**config.mk**
```make
export PLATFORM = sky130hd
export DESIGN_NAME = alu_share_arb
export DESIGN_NICKNAME = d
export VERILOG_FILES = /design/src/rtl/alu_ctrl_pkg.sv /design/src/rtl/alu8_unit.sv /design/src/rtl/alu_share_arb.sv
export SDC_FILE = /design/constraint.sdc
export NUM_CORES = 1
export LEC_CHECK = 0
export BUFFER_PORTS_ARGS = -buffer_cell sky130_fd_sc_hd__buf_4
export CORE_MARGIN = 2
export CORE_UTILIZATION = 48
export CTS_BUF_LIST = sky130_fd_sc_hd__clkbuf_8 sky130_fd_sc_hd__clkbuf_16
export DETAILED_ROUTE_END_ITERATION = 6
export GPL_TIMING_DRIVEN = 1
export PLACE_DENSITY_LB_ADDON = 0.08
export SLEW_MARGIN = 30
export SYNTH_ARGS = -nofsm -noshare
export SYNTH_HDL_FRONTEND = slang
export SYNTH_SLANG_ARGS = --single-unit
```
**constraint.sdc**
```tcl
create_clock -name clk -period 2.75 [get_ports clk]
set_clock_uncertainty 0.1 [all_clocks]
set_input_delay 0.55 -clock clk [delete_from_list [all_inputs] [get_ports clk]]
set_output_delay 0.55 -clock clk [all_outputs]
set_load 0.01 [all_outputs]
```
**src/rtl/alu_ctrl_pkg.sv**
```systemverilog
// rtl/alu_ctrl_pkg.sv - opcodes, immediate constant and FSM states for the shared ALU arbiter
package alu_ctrl_pkg;

   localparam logic [1:0] OP_ADD  = 2'b00;
   localparam logic [1:0] OP_SUB  = 2'b01;
   localparam logic [1:0] OP_ADDK = 2'b10;
   localparam logic [1:0] OP_SUBK = 2'b11;

   localparam logic [7:0] CONST_K = 8'hAA;

   typedef enum logic [1:0] {
      IDLE = 2'd0,
      EXEC = 2'd1,
      RESP = 2'd2
   } state_t;

   function automatic logic [1:0] idx_onehot(input logic idx);
      return idx ? 2'b10 : 2'b01;
   endfunction

endpackage

```
**src/rtl/alu8_unit.sv**
```systemverilog
// rtl/alu8_unit.sv - combinational 8-bit add/sub ALU with carry/borrow flag
module alu8_unit
   import alu_ctrl_pkg::*;
#(
   parameter logic [7:0] K = 8'hAA
) (
   input  logic [1:0] op,
   input  logic [7:0] a,
   input  logic [7:0] b,
   output logic [7:0] result,
   output logic       flag
);

   logic [8:0] wide;

   // 9-bit arithmetic: bit 8 is carry for adds, borrow for subtracts
   always_comb begin
      wide = 9'd0;
      case (op)
         OP_ADD:  wide = {1'b0, a} + {1'b0, b};
         OP_SUB:  wide = {1'b0, a} - {1'b0, b};
         OP_ADDK: wide = {1'b0, a} + {1'b0, K};
         OP_SUBK: wide = {1'b0, b} - {1'b0, K};
         default: wide = 9'd0;
      endcase
   end

   assign result = wide[7:0];
   assign flag   = wide[8];

endmodule

```
**src/rtl/alu_share_arb.sv**
```systemverilog
// rtl/alu_share_arb.sv - round-robin arbiter sequencing two requesters onto one shared ALU
module alu_share_arb
   import alu_ctrl_pkg::*;
#(
   parameter logic [7:0] CONST_K = alu_ctrl_pkg::CONST_K
) (
   input  logic        clk,
   input  logic        rst,
   input  logic [1:0]  req_valid,
   output logic [1:0]  req_ready,
   input  logic [3:0]  req_op,
   input  logic [15:0] req_a,
   input  logic [15:0] req_b,
   output logic [1:0]  resp_valid,
   input  logic [1:0]  resp_ready,
   output logic [7:0]  resp_data,
   output logic        resp_flag,
   output logic        busy,
   output logic [15:0] op_count
);

   localparam int NREQ = 2;

   state_t            state;
   logic              last;
   logic              gnt_q;
   logic              gnt_idx;
   logic              accept;
   logic              resp_done;
   logic [1:0]        op_q;
   logic [7:0]        a_q;
   logic [7:0]        b_q;
   logic [7:0]        data_q;
   logic              flag_q;
   logic [15:0]       op_count_q;
   logic [7:0]        alu_result;
   logic              alu_flag;
   logic [NREQ-1:0]   gnt_onehot;

   // On a tie the requester that did not win last time is served
   always_comb begin
      gnt_idx = req_valid[1];
      if (req_valid == 2'b11) begin
         gnt_idx = ~last;
      end
   end

   assign accept     = (state == IDLE) && (|req_valid);
   assign gnt_onehot = idx_onehot(gnt_q);
   assign resp_done  = (state == RESP) && resp_ready[gnt_q];

   always_comb begin
      req_ready = '0;
      if (accept) begin
         req_ready = idx_onehot(gnt_idx);
      end
   end

   alu8_unit #(
      .K(CONST_K)
   ) u_alu (
      .op     (op_q),
      .a      (a_q),
      .b      (b_q),
      .result (alu_result),
      .flag   (alu_flag)
   );

   always_ff @(posedge clk) begin
      if (rst) begin
         state      <= IDLE;
         last       <= 1'b1;
         gnt_q      <= 1'b0;
         op_q       <= 2'b00;
         a_q        <= 8'h00;
         b_q        <= 8'h00;
         data_q     <= 8'h00;
         flag_q     <= 1'b0;
         op_count_q <= 16'h0000;
      end else begin
         case (state)
            IDLE: begin
               if (accept) begin
                  gnt_q <= gnt_idx;
                  op_q  <= req_op[2*gnt_idx +: 2];
                  a_q   <= req_a[8*gnt_idx +: 8];
                  b_q   <= req_b[8*gnt_idx +: 8];
                  state <= EXEC;
               end
            end
            EXEC: begin
               data_q <= alu_result;
               flag_q <= alu_flag;
               state  <= RESP;
            end
            RESP: begin
               if (resp_done) begin
                  last       <= gnt_q;
                  op_count_q <= op_count_q + 16'd1;
                  state      <= IDLE;
               end
            end
            default: state <= IDLE;
         endcase
      end
   end

   assign resp_valid = (state == RESP) ? gnt_onehot : '0;
   assign resp_data  = data_q;
   assign resp_flag  = flag_q;
   assign busy       = (state != IDLE);
   assign op_count   = op_count_q;

endmodule

```
== After elaboration in Yosys (flattened, before gate mapping) ==
Cells that the tools add are included.

* Logic and storage cells: 47
* Input bits: 42
* Register bits: 47
* Bits in latches: 0
* Bits in writable memories: 0
* Output and inout bits: 30
* Memory bits (read-only): 0
* Memories: 0

* Reduce and logical (&&, ||, !) cells: 9
* Add/subtract/negate cells: 5
* Eq/ne operators: 8
* Div/mod/pow operators: 0
* Shift operators: 3
* Bitwise gates (word level): 1
* $lt $le $gt $ge: 1
* Multiplexer cells: 11
* $mul: 0

{| class="wikitable"
|+ Operators by type and width
! kind !! number
|-
| case mux 9 bit (4 select lines) || 1
|-
| indexed part select 16 x 5 -> 8 bit || 2
|-
| adder 16 x 1 -> 16 bit (second input constant) || 1
|-
| two-way mux 2 bit || 6
|-
| adder 8 x 8 -> 9 bit || 1
|-
| adder 8 x 8 -> 9 bit (second input constant) || 1
|-
| subtractor 8 x 8 -> 9 bit || 1
|-
| subtractor 8 x 8 -> 9 bit (second input constant) || 1
|-
| == test 2 bit (second input constant) || 4
|-
| case mux 2 bit (3 select lines) || 1
|-
| AND reduction 2 bit || 3
|-
| == test 2 x 1 -> 1 bit (second input constant) || 2
|-
| logical NOT 2 bit || 2
|-
| != test 2 bit (second input constant) || 2
|-
| indexed part select 4 x 3 -> 2 bit || 1
|-
| two-way mux 1 bit || 3
|-
| logical AND 1 bit || 2
|-
| < comparator 1 x 2 -> 1 bit (second input constant) || 1
|-
| nonzero test 2 bit || 1
|-
| OR reduction 2 bit || 1
|-
| inverter 1 bit || 1
|}

== Logic depth before layout (Yosys ltp) ==
Gate-level depths: netlist of run 1.

* Depth in word-level cells: 5
* Depth in mapped cells: 11
* Depth with buffers taken out: 11

== By module ==
From an unflattened synthesis of run 1, not the netlist that was laid out.

* Cells, all modules: 331
* Area, all modules: 2760.1 µm²

{| class="wikitable"
|+ By module, submodules not included
! module !! area an instance (µm²) !! cells an instance !! seq. area each (µm²) !! times used
|-
| alu_share_arb || 1875.5 || 212 || 940.9 || 1
|-
| alu8_unit || 884.6 || 119 || 0.0 || 1
|}

== Worst setup path after synthesis of run 1 ==
No wires, ideal clock.

* Path kind: register to register
* From: reg b_q[1]
* To: reg data_q[7] (netlist: resp_data[7])
* Arrival: 2.547 ns
* Period minus slack after synthesis: 2.737 ns
* Required time: 2.559 ns
* Buffers on the path: 0
* Path slack: 0.013 ns
* Library setup time: 0.091 ns
* Cell stages (with the launch flop): 12
* Cells stage by stage: dfxtp_1 > inv_1 > ha_1 > nor3b_1 > nor2_1 > xnor2_1 > ha_1 > and2_4 > a221o_1 > a2111oi_2 > a311oi_1 > a311oi_1

* Longest elaborated chain between the ends: 2
* Elaborated cells between the ends (all ways): 4
* Those cells by class: 3 x add/sub; 1 x mux

{| class="wikitable"
|+ RTL lines
! element !! RTL line !! RTL
|-
| from (decl) || alu_share_arb.sv:32 || <nowiki>logic [7:0] b_q;</nowiki>
|-
| from (signal assigned) || alu_share_arb.sv:87 || <nowiki>b_q <= req_b[8*gnt_idx +: 8];</nowiki>
|-
| subtractor 8 x 8 -> 9 bit (tied with other cells) || alu8_unit.sv:23 || <nowiki>OP_SUBK: wide = {1'b0, b} - {1'b0, K};</nowiki>
|-
| case mux 9 bit (4 select lines) (*) || alu8_unit.sv:19 || <nowiki>case (op)</nowiki>
|-
| to (signal assigned) || alu_share_arb.sv:92 || <nowiki>data_q <= alu_result;</nowiki>
|-
| to (decl) || alu_share_arb.sv:33 || <nowiki>logic [7:0] data_q;</nowiki>
|}

Every way passes the cells marked *; elsewhere a longest branch is shown, timed or not.
A chain may end at the register's enable or synchronous reset.

== Worst setup path in the final report of run 1 ==
Same ends and word-level chain as after synthesis.

==> flow_results.xml, run 1 <==
<?xml version="1.0" encoding="UTF-8"?>
<metrics>
  <group name="clock_network">
    <metric name="cts_tree" unit="">done</metric>
    <metric name="cts-root-to-sink-buffers" unit="">2</metric>
    <metric name="numClockSinks" unit="">47</metric>
    <metric name="insertion_delay" unit="ns">0.31</metric>
    <metric name="cts_root_buffer" unit="">clkbuf_8</metric>
    <metric name="h_tree_depth" unit="">2</metric>
    <metric name="numCtsBuffers" unit="">5</metric>
    <metric name="post_cts_hold_buffer_count" unit="">0</metric>
    <metric name="clock_edge_transition_at_the_registers_on_the_reported_setup_and_hold_paths" unit="ns">0.09</metric>
  </group>
  <group name="layout">
    <metric name="antenna_cells" unit="">0</metric>
    <metric name="fin_area" unit="mm^2">0.00370</metric>
    <metric name="final_layout_size_suffix_gt1_share" unit="%">29.1</metric>
    <metric name="nNetsFinal" unit="">471</metric>
    <metric name="layout_common_cells" unit="">buf_4, nor2_1, dfxtp_1, nand2_1</metric>
    <metric name="final_core_util" unit="%">66.4</metric>
    <metric name="fill_cell_count" unit="">496</metric>
    <metric name="most_frequent_standard_cell_in_the_layout_excluding_fill_and_tap_cells" unit="">buf_4</metric>
    <metric name="flow.area_growth_from_synthesis" unit="%">32.6</metric>
  </group>
  <group name="min_path">
    <metric name="worst_hold_startpoint" unit="">resp_data[2]</metric>
    <metric name="timing.hold.worst_endpoint" unit="">resp_data[2]</metric>
    <metric name="min_path_type" unit="">reg -&gt; reg</metric>
    <metric name="min_delay_path_depth" unit="">2</metric>
  </group>
  <group name="floorplanning">
    <metric name="area_inside_the_core_boundary" unit="mm^2">0.00557</metric>
    <metric name="initial_utilization" unit="%">50.1</metric>
    <metric name="die-area" unit="mm^2">0.00644</metric>
    <metric name="floorplan.die.height" unit="um">80.3</metric>
    <metric name="rows" unit="">27</metric>
    <metric name="design.portCount" unit="">72</metric>
    <metric name="die_w" unit="um">80.3</metric>
  </group>
  <group name="timing">
    <metric name="finalSetupViolCount" unit="">0</metric>
    <metric name="pins_over_slew_limit" unit="">0</metric>
    <metric name="finalWorstSetupSlack" unit="ns">0.104</metric>
    <metric name="timing.max_slew.rel_slack" unit="%">55.0</metric>
    <metric name="timing.fmax" unit="MHz">378</metric>
    <metric name="timing.setup.tns" unit="ns">0</metric>
    <metric name="fin_crit" unit="ns">2.65</metric>
    <metric name="tightest_slew" unit="ns">0.671</metric>
    <metric name="final-hold-violation-count" unit="">0</metric>
    <metric name="finalCritPeriodShare" unit="%">96.2</metric>
  </group>
  <group name="setup_path">
    <metric name="r2r_end" unit="">resp_data[7]</metric>
    <metric name="timing.critical_path.fanout_max" unit="">3</metric>
    <metric name="setup.worst_path.end_class" unit="">register</metric>
    <metric name="setup.worst_path.start_class" unit="">register</metric>
    <metric name="arrival" unit="ns">2.72</metric>
    <metric name="critical_path_class" unit="">reg -&gt; reg</metric>
    <metric name="reg2reg_path_depth" unit="">12</metric>
    <metric name="required" unit="ns">2.82</metric>
    <metric name="timing.reg2reg.setup_slack" unit="ns">0.10</metric>
    <metric name="launch_instance_of_the_worst_register_to_register_path" unit="">b_q[1]</metric>
  </group>
  <group name="placement">
    <metric name="dp_worst_setup_slack" unit="ns">-0.0916</metric>
    <metric name="port-buffer-count" unit="">71</metric>
    <metric name="place_area" unit="mm^2">0.00346</metric>
    <metric name="final_weighted_congestion_in_routability_driven_placement" unit="">0.918</metric>
    <metric name="dp_hpwl" unit="um">5620</metric>
  </group>
  <group name="grt">
    <metric name="grt_first_pass_wirelength" unit="um">12500</metric>
    <metric name="grt_pass1_vias" unit="">2675</metric>
    <metric name="grt_usage" unit="%">24.5</metric>
    <metric name="initial_antenna_violation_count" unit="">0</metric>
    <metric name="grt-ovfl-total" unit="">0</metric>
    <metric name="largest_net_degree_at_the_start_of_global_routing" unit="">48</metric>
  </group>
  <group name="yosys">
    <metric name="ys_ff_latch" unit="">47</metric>
    <metric name="synth_ff_type" unit="">dfxtp_1</metric>
    <metric name="synth-async-reset-ratio" unit="%">0</metric>
    <metric name="avgSynthCellArea" unit="um^2">8.29</metric>
    <metric name="synth.yosys.seq_area_share" unit="%">33.7</metric>
    <metric name="synth_enable_flop_cells" unit="">0</metric>
    <metric name="syn-num-nets" unit="">393</metric>
    <metric name="synth_warnings" unit="">0</metric>
    <metric name="synth.cell_area" unit="mm^2">0.00279</metric>
    <metric name="synth_cells" unit="">337</metric>
    <metric name="synth_cell_type_count" unit="">52</metric>
  </group>
  <group name="job">
    <metric name="cap_viol_max_count" unit="">0</metric>
  </group>
  <group name="routing">
    <metric name="route.detailed.wl_per_inst" unit="um">15.3</metric>
    <metric name="via_count" unit="">2809</metric>
    <metric name="drt_pre_antenna_iters" unit="">5</metric>
    <metric name="first_iter_violations" unit="">263</metric>
    <metric name="drc_errors" unit="">0</metric>
    <metric name="postRouteWirelength" unit="um">7480</metric>
    <metric name="avgViaCountPerCell" unit="">5.76</metric>
    <metric name="postRouteAntennaNets" unit="">0</metric>
  </group>
  <group name="status">
    <metric name="outcome" unit="">completed</metric>
  </group>
  <group name="power_and_ir_drop">
    <metric name="total_power" unit="mW">2.20</metric>
    <metric name="power-per-cell-area" unit="mW/mm^2">593</metric>
    <metric name="leakage" unit="nW">1.56</metric>
    <metric name="irDropWorstVdd" unit="uV">418</metric>
  </group>
</metrics>
-- registers in the layout, indices dropped and copies added (netlist names) --
name / flops
op_count: 16
a_q: 8
b_q: 8
resp_data: 8
op_q: 2
state: 2
gnt_q: 1
last: 1
resp_flag: 1
-- worst max-delay path: stages, from the launching register on --
cell	delay [ns]
dfxtp_2	0.35
inv_4	0.08
ha_4	0.13
nor3b_4	0.20
a21oi_2	0.09
xnor2_1	0.13
ha_1	0.33
and2_4	0.17
a221o_1	0.34
buf_4	0.15
a211o_2	0.29
nand3_1	0.08
a311oi_1	0.07
-- power breakdown --
group	internal (mW)	switching [mW]
sequential	0.731	0.0526
clock	0.369	0.256
combinational	0.404	0.384
total	1.50	0.693
-- Yosys cell counts, drive strengths merged, types with 2 or more instances --
master / count / area [um^2]
o21ai: 14 / 70.1
a21oi: 19 / 95.1
o211ai: 4 / 30.0
a31oi: 5 / 31.3
nor3b: 2 / 15.0
a221o: 2 / 20.0
or3: 8 / 50.1
ha: 13 / 163
a21o: 3 / 22.5
buf: 5 / 25.0
o31ai: 2 / 15.0
a222oi: 18 / 180
and2: 4 / 27.5
dfxtp: 47 / 941
nand2: 19 / 71.3
a311oi: 3 / 26.3
a211oi: 2 / 15.0
xor2: 9 / 78.8
o21bai: 2 / 15.0
xnor2: 19 / 166
nor2b: 3 / 18.8
clkbuf: 15 / 56.3
mux2i: 6 / 60.1
nand3b: 2 / 15.0
nand3: 7 / 35.0
and3: 3 / 20.0
and4: 3 / 27.5
nor3: 7 / 35.0
nand4: 5 / 31.3
nand2b: 7 / 43.8
nor2: 50 / 188
inv: 14 / 52.6
-- per-stage QoR --
stage	hold WS, ns	std cells
after floorplan	0.372	337
after global placement	0.347	477
after detailed placement	0.350	477
after CTS	0.362	487
after global routing	0.365	488
final	0.359	488
-- final cells by class --
class                   instances  area (um^2)  area share [%]
repair buffers                 91          683            18.4
clock buffers                   5         68.8            1.86
multi-input cells             256         1790            48.3
well taps                      72         90.1            2.43
inverters                      14         55.1            1.49
flip-flops and latches         47          945            25.5
clock inverters                 3         71.3            1.93
-- worst max path at each step --
| stage | slack (ns) | from | to |
|---|---|---|---|
| floorplan | 0.01 | b_q[1] | resp_data[7] |
| global placement | -0.003 | b_q[1] | resp_data[7] |
| detailed placement | -0.09 | b_q[1] | resp_data[7] |
| CTS | 0.002 | b_q[0] | resp_data[7] |
| global route | -0.002 | op_q[0] | resp_data[7] |
| finish | 0.10 | b_q[1] | resp_data[7] |
-- cells by family (layout without fill, tap and decap cells) --
logic type | after synthesis | after routing | synth area share (%)
adder cells (fa/ha/maj) | 14 | 14 | 6.54
buffers and inverters | 34 | 113 | 4.79
AND/OR/NAND/NOR | 123 | 123 | 21.6
XOR/XNOR | 28 | 28 | 8.78
AO/OA/AOI/OAI | 84 | 84 | 22.1
flip-flops | 47 | 47 | 33.7
multiplexers | 7 | 7 | 2.55
-- timing repair --
| item | CTS | global route |
|---|---|---|
| resized for setup | 9 | 12 |
| setup buffers | 2 | 2 |
| pin swaps | 5 | 11 |
| setup endpoints to repair | 2 | 4 |
-- metal layers --
layer,up-vias,global-route usage [%],wire length [um]
met1,1298,34.4,3470
met5,-,0,0
met4,0,5.93,85
li1,1388,-,-
met3,8,5.28,510
met2,115,38.2,3420
(Power assumes the default switching activity.)
==> run 2: changes to the inputs <==
BUFFER_PORTS_ARGS = -buffer_cell sky130_fd_sc_hd__buf_2   (was -buffer_cell sky130_fd_sc_hd__buf_4)
==> run 2 against run 1 <==
Fmax rose by 0.12%. Global-route usage down 1.4 points. Clock-buffer cell count unchanged. Register-to-register slack about the same. Power down 7.0%. Sequential share of layout area rose by 1.6 points. Die area is the same. Worst hold slack better by 0.0054 ns. Setup slack better by 0.0031 ns. Combinational power shrank 3.9%. Critical endpoint unchanged. Highest routed layer unchanged.
==> flow_results.xml, run 2 (same netlist as run 1, synthesis figures left out) <==
<?xml version="1.0" encoding="UTF-8"?>
<metrics>
  <group name="setup_path">
    <metric name="setup.worst_path.end_class" unit="">register</metric>
    <metric name="timing.critical_path.cells" unit="">inv_4, ha_2, nor3b_4, a21oi_2, xnor2_1, ha_1, and2_4, a221o_1, a2111oi_4, a311oi_1, a311oi_1</metric>
    <metric name="path_delay_family" unit="">compound AO/OA/AOI/OAI gates</metric>
    <metric name="required" unit="ns">2.86</metric>
    <metric name="arrival" unit="ns">2.75</metric>
    <metric name="timing.critical_path.fanout_max" unit="">4</metric>
    <metric name="crit_buf_inv" unit="">1</metric>
    <metric name="timing.critical_path.slowest_stage_cell" unit="">a221o_1</metric>
    <metric name="setup.worst_path.start_class" unit="">register</metric>
    <metric name="critical_path.most_common_cell" unit="">a311oi_1</metric>
    <metric name="critical_path_class" unit="">reg -&gt; reg</metric>
    <metric name="max_stage_delay" unit="ns">0.39</metric>
  </group>
  <group name="timing">
    <metric name="timing.fmax" unit="MHz">378</metric>
    <metric name="finalSetupViolCount" unit="">0</metric>
    <metric name="final-hold-violation-count" unit="">0</metric>
    <metric name="tightest_slew" unit="ns">0.711</metric>
    <metric name="finalCritPeriodShare" unit="%">96.1</metric>
    <metric name="timing.max_slew.rel_slack" unit="%">52.6</metric>
    <metric name="fin_crit" unit="ns">2.64</metric>
    <metric name="pins_over_slew_limit" unit="">0</metric>
    <metric name="hold_slack" unit="ns">0.364</metric>
  </group>
  <group name="grt">
    <metric name="largest_net_degree_at_the_start_of_global_routing" unit="">47</metric>
    <metric name="initial_antenna_violation_count" unit="">0</metric>
    <metric name="grt_pass1_vias" unit="">2435</metric>
    <metric name="grt-ovfl-total" unit="">0</metric>
    <metric name="grt_first_pass_wirelength" unit="um">11700</metric>
    <metric name="grt_usage" unit="%">23.1</metric>
  </group>
  <group name="floorplanning">
    <metric name="initial_utilization" unit="%">50.1</metric>
    <metric name="die_w" unit="um">80.3</metric>
    <metric name="die-area" unit="mm^2">0.00644</metric>
    <metric name="area_inside_the_core_boundary" unit="mm^2">0.00557</metric>
    <metric name="floorplan.die.height" unit="um">80.3</metric>
    <metric name="rows" unit="">27</metric>
    <metric name="design.portCount" unit="">72</metric>
  </group>
  <group name="clock_network">
    <metric name="post_cts_hold_buffer_count" unit="">0</metric>
    <metric name="h_tree_depth" unit="">2</metric>
    <metric name="cts_root_buffer" unit="">clkbuf_8</metric>
    <metric name="numCtsBuffers" unit="">5</metric>
    <metric name="numClockSinks" unit="">47</metric>
    <metric name="cts_tree" unit="">done</metric>
    <metric name="clock_edge_transition_at_the_registers_on_the_reported_setup_and_hold_paths" unit="ns">0.09</metric>
    <metric name="cts-root-to-sink-buffers" unit="">2</metric>
    <metric name="insertion_delay" unit="ns">0.30</metric>
  </group>
  <group name="layout">
    <metric name="most_frequent_standard_cell_in_the_layout_excluding_fill_and_tap_cells" unit="">buf_2</metric>
    <metric name="flow.area_growth_from_synthesis" unit="%">24.4</metric>
    <metric name="final_core_util" unit="%">62.3</metric>
    <metric name="multi_input_area" unit="mm^2">0.00177</metric>
    <metric name="nNetsFinal" unit="">471</metric>
    <metric name="fin_area" unit="mm^2">0.00347</metric>
    <metric name="antenna_cells" unit="">0</metric>
    <metric name="final_layout_size_suffix_gt1_share" unit="%">27.7</metric>
    <metric name="layout_common_cells" unit="">buf_2, nor2_1, dfxtp_1, buf_4</metric>
    <metric name="post_layout_instance_count_excluding_filler_cells" unit="">487</metric>
    <metric name="fill_cell_count" unit="">502</metric>
    <metric name="largest_register_ffs" unit="">16</metric>
    <metric name="register_area" unit="um^2">943</metric>
  </group>
  <group name="placement">
    <metric name="port-buffer-count" unit="">71</metric>
    <metric name="place_area" unit="mm^2">0.00328</metric>
    <metric name="dp_hpwl" unit="um">5250</metric>
    <metric name="final_weighted_congestion_in_routability_driven_placement" unit="">0.853</metric>
    <metric name="placed_instances" unit="">476</metric>
  </group>
  <group name="routing">
    <metric name="via_count" unit="">2747</metric>
    <metric name="met2_wire_length" unit="um">3040</metric>
    <metric name="first_iter_violations" unit="">322</metric>
    <metric name="drt_pre_antenna_iters" unit="">7</metric>
    <metric name="avgViaCountPerCell" unit="">5.64</metric>
    <metric name="route.detailed.wl_per_inst" unit="um">14.6</metric>
    <metric name="postRouteAntennaNets" unit="">0</metric>
    <metric name="wl_met1" unit="um">3480</metric>
    <metric name="postRouteWirelength" unit="um">7130</metric>
    <metric name="drc_errors" unit="">0</metric>
    <metric name="wl_met3" unit="um">556</metric>
    <metric name="highest_layer" unit="">met4</metric>
  </group>
  <group name="power_and_ir_drop">
    <metric name="power-per-cell-area" unit="mW/mm^2">588</metric>
    <metric name="leakage" unit="nW">1.50</metric>
    <metric name="total_power" unit="mW">2.04</metric>
    <metric name="irDropWorstVdd" unit="uV">337</metric>
  </group>
  <group name="job">
    <metric name="cap_viol_max_count" unit="">0</metric>
  </group>
  <group name="status">
    <metric name="outcome" unit="">completed</metric>
  </group>
  <group name="min_path">
    <metric name="min_path_type" unit="">reg -&gt; reg</metric>
  </group>
</metrics>
[run 2: changes by cell type in the layout (fill, tap and decap cells not counted), sizes merged]
cell and change:
inv -1, clkinvlp +1, bufinv -1
[run 2: final timing paths]
path                                    from  cells past startpoint            to  slack, ns
worst max-delay path                  b_q[1]                     11  resp_data[7]       0.11
worst max register to register        b_q[1]                     11  resp_data[7]       0.11
worst min register to register  resp_data[0]                      2  resp_data[0]       0.36
worst min-delay path            resp_data[0]                      2  resp_data[0]       0.36
[run 2: layer usage]
layer,track usage [%],up-vias
met3,4.61,7
met2,34.4,110
met5,0,-
met4,5.08,0
li1,-,1386
met1,34.3,1244
[run 2: cell type report]
class                      count  area share, %
clock buffer                   5           1.98
clock inverter                 2           1.08
inverter                      14           1.58
multi-input combinational    256           51.1
sequential                    47           27.2
tap                           72           2.59
timing repair buffer          91           14.5
[run 2: worst min-delay path, delay by kind of cell (launching register included)]
family	cells	cell delay (ns)
flops	1	0.32
simple gates	1	0.05
compound gates	1	0.05
[run 2: power by group]
| group | internal [mW] | leakage (nW) | switching, mW |
|---|---|---|---|
| Sequential | 0.730 | 0.385 | 0.0517 |
| Clock | 0.266 | 0.0502 | 0.238 |
| Combinational | 0.371 | 1.07 | 0.387 |
| Total | 1.37 | 1.50 | 0.677 |
[run 2: what timing repair did]
action,CTS,global route
gates resized for setup,2,13
setup buffers,0,4
endpoints found under the setup margin,2,3
pin swaps,1,9
[run 2: metrics by stage]
step | setup TNS [ns] | worst slack (ns)
finish | 0 | 0.107
global route | -0.0313 | -0.0157
CTS | 0 | 0.0363
detailed placement | -0.0544 | -0.0544
global placement | -0.00841 | -0.00841
floorplan | 0 | 0.0125
==> run 3: changes to the inputs <==
PLACE_DENSITY = 0.76   (was not set)
PLACE_DENSITY_LB_ADDON = not set   (was 0.08)
==> run 3 against run 2 <==
First-iteration DRC count is 7.1% lower. Fmax is 0.43% lower. Clock power is 11% lower. Worst hold slack worse by 0.0048 ns. Cell count stayed put. Sequential share of layout area is 0.35 points higher. Power is 3.5% lower. Register-to-register slack hardly changed. Global-route usage is 0.25 points higher. Utilization is 0.79 points lower. Critical path type unchanged. Critical endpoint is now resp_flag. Largest power group unchanged.
==> flow_results.xml, run 3 (same netlist as run 1, synthesis figures left out) <==
<?xml version="1.0" encoding="UTF-8"?>
<metrics>
  <group name="status">
    <metric name="outcome" unit="">completed</metric>
  </group>
  <group name="layout">
    <metric name="final_layout_size_suffix_gt1_share" unit="%">27.2</metric>
    <metric name="final_core_util" unit="%">61.5</metric>
    <metric name="multi_input_area" unit="mm^2">0.00175</metric>
    <metric name="register_area" unit="um^2">943</metric>
    <metric name="layout_common_cells" unit="">buf_2, nor2_1, dfxtp_1</metric>
    <metric name="fill_cell_count" unit="">523</metric>
    <metric name="flow.area_growth_from_synthesis" unit="%">22.8</metric>
    <metric name="most_frequent_standard_cell_in_the_layout_excluding_fill_and_tap_cells" unit="">buf_2</metric>
    <metric name="largest_register_ffs" unit="">16</metric>
    <metric name="nNetsFinal" unit="">470</metric>
    <metric name="antenna_cells" unit="">0</metric>
    <metric name="fin_area" unit="mm^2">0.00343</metric>
  </group>
  <group name="min_path">
    <metric name="min_path_type" unit="">reg -&gt; reg</metric>
  </group>
  <group name="timing">
    <metric name="hold_slack" unit="ns">0.359</metric>
    <metric name="timing.setup.tns" unit="ns">0</metric>
    <metric name="timing.fmax" unit="MHz">377</metric>
    <metric name="timing.max_slew.rel_slack" unit="%">47.2</metric>
    <metric name="final-hold-violation-count" unit="">0</metric>
    <metric name="tightest_slew" unit="ns">0.791</metric>
    <metric name="finalCritPeriodShare" unit="%">96.5</metric>
    <metric name="fin_crit" unit="ns">2.65</metric>
    <metric name="finalSetupViolCount" unit="">0</metric>
    <metric name="pins_over_slew_limit" unit="">0</metric>
  </group>
  <group name="clock_network">
    <metric name="cts_root_buffer" unit="">clkbuf_8</metric>
    <metric name="h_tree_depth" unit="">2</metric>
    <metric name="clock_edge_transition_at_the_registers_on_the_reported_setup_and_hold_paths" unit="ns">0.08</metric>
    <metric name="numCtsBuffers" unit="">5</metric>
    <metric name="insertion_delay" unit="ns">0.31</metric>
    <metric name="cts-root-to-sink-buffers" unit="">2</metric>
    <metric name="cts_tree" unit="">done</metric>
    <metric name="numClockSinks" unit="">47</metric>
    <metric name="post_cts_hold_buffer_count" unit="">0</metric>
  </group>
  <group name="grt">
    <metric name="grt_first_pass_wirelength" unit="um">11700</metric>
    <metric name="largest_net_degree_at_the_start_of_global_routing" unit="">47</metric>
    <metric name="grt_pass1_vias" unit="">2464</metric>
    <metric name="grt-ovfl-total" unit="">0</metric>
    <metric name="initial_antenna_violation_count" unit="">0</metric>
    <metric name="grt_usage" unit="%">23.3</metric>
  </group>
  <group name="placement">
    <metric name="dp_hpwl" unit="um">5520</metric>
    <metric name="final_weighted_congestion_in_routability_driven_placement" unit="">0.935</metric>
    <metric name="port-buffer-count" unit="">71</metric>
    <metric name="place_area" unit="mm^2">0.00328</metric>
  </group>
  <group name="routing">
    <metric name="postRouteWirelength" unit="um">7350</metric>
    <metric name="drc_errors" unit="">0</metric>
    <metric name="avgViaCountPerCell" unit="">5.75</metric>
    <metric name="route.detailed.wl_per_inst" unit="um">15.1</metric>
    <metric name="drt_pre_antenna_iters" unit="">6</metric>
    <metric name="via_count" unit="">2798</metric>
    <metric name="postRouteAntennaNets" unit="">0</metric>
    <metric name="first_iter_violations" unit="">299</metric>
  </group>
  <group name="floorplanning">
    <metric name="area_inside_the_core_boundary" unit="mm^2">0.00557</metric>
    <metric name="floorplan.die.height" unit="um">80.3</metric>
    <metric name="die_w" unit="um">80.3</metric>
    <metric name="die-area" unit="mm^2">0.00644</metric>
    <metric name="design.portCount" unit="">72</metric>
    <metric name="rows" unit="">27</metric>
    <metric name="initial_utilization" unit="%">50.1</metric>
  </group>
  <group name="setup_path">
    <metric name="timing.critical_path.fanout_max" unit="">4</metric>
    <metric name="setup.worst_path.end_class" unit="">register</metric>
    <metric name="setup.worst_path.start_class" unit="">register</metric>
    <metric name="required" unit="ns">2.90</metric>
    <metric name="critical_path_class" unit="">reg -&gt; reg</metric>
    <metric name="arrival" unit="ns">2.81</metric>
  </group>
  <group name="power_and_ir_drop">
    <metric name="leakage" unit="nW">1.49</metric>
    <metric name="power-per-cell-area" unit="mW/mm^2">575</metric>
    <metric name="irDropWorstVdd" unit="uV">263</metric>
  </group>
  <group name="job">
    <metric name="cap_viol_max_count" unit="">0</metric>
  </group>
</metrics>
[run 3: cell count changes in the layout (fill, tap and decap cells not counted)]
cell       delta
ha_2          +1
a2111oi_2     +1
ha_4          -1
a21oi_1       +1
buf_4         -1
clkbuf_8      +1
a21oi_2       -1
bufinv_16     -1
clkinv_4      +1
inv_4         -1
inv_1         +1
a2111oi_4     -1
[run 3: area by class of cell]
cell class	instances	area share, %
Timing Repair Buffer	90	14.5
Tap cell	72	2.63
Clock inverter	2	0.474
Inverter	14	1.53
Clock buffer	6	2.41
Sequential cell	47	27.5
Multi-Input combinational cell	256	50.9
[run 3: final timing paths]
| check | start | endpoint | slack (ns) | cells after the start |
|---|---|---|---|---|
| max | b_q[1] | resp_flag | 0.1 | 11 |
| min | resp_data[0] | resp_data[0] | 0.36 | 2 |
| max reg2reg | b_q[1] | resp_flag | 0.1 | 11 |
| min reg2reg | resp_data[0] | resp_data[0] | 0.36 | 2 |
[run 3: power breakdown]
part	internal, mW	switching (mW)
Sequential	0.730	0.0520
Clock	0.205	0.243
Combinational	0.357	0.385
Total	1.29	0.680
[run 3: critical path, cell delays in order, from the launching register on]
cell and delay, ns:
dfxtp_2 0.33, inv_2 0.07, ha_2 0.18, nor3b_4 0.19
a21oi_1 0.10, xnor2_1 0.14, ha_1 0.32, and2_4 0.15
a221o_1 0.38, o211a_1 0.25, o32a_1 0.35, nand2_1 0.06
[run 3: what timing repair did]
item / 4_1_cts / 5_1_grt
gates cloned: 0 / 0
gates resized for setup: 1 / 9
pin swaps: 0 / 8
buffers inserted: 0 / 2
endpoints found under the setup margin: 2 / 3
[run 3: routing by layer]
layer	vias to the layer above	GRT usage, %	part of all wire (%)
li1	1377	-	-
met1	1295	33.3	47
met2	115	35.0	43
met3	11	5.39	8.0
met4	0	6.95	1.6
met5	-	0	0
[run 3: stage by stage]
step | setup WS (ns) | std cells | power [mW]
finish | 0.0954 | 487 | 1.97
global placement | 0.0250 | 477 | 1.48
CTS | 0.00236 | 485 | 1.94
floorplan | 0.0125 | 337 | 1.28
detailed placement | -0.0447 | 477 | 1.50
global route | -0.0269 | 487 | 2.09
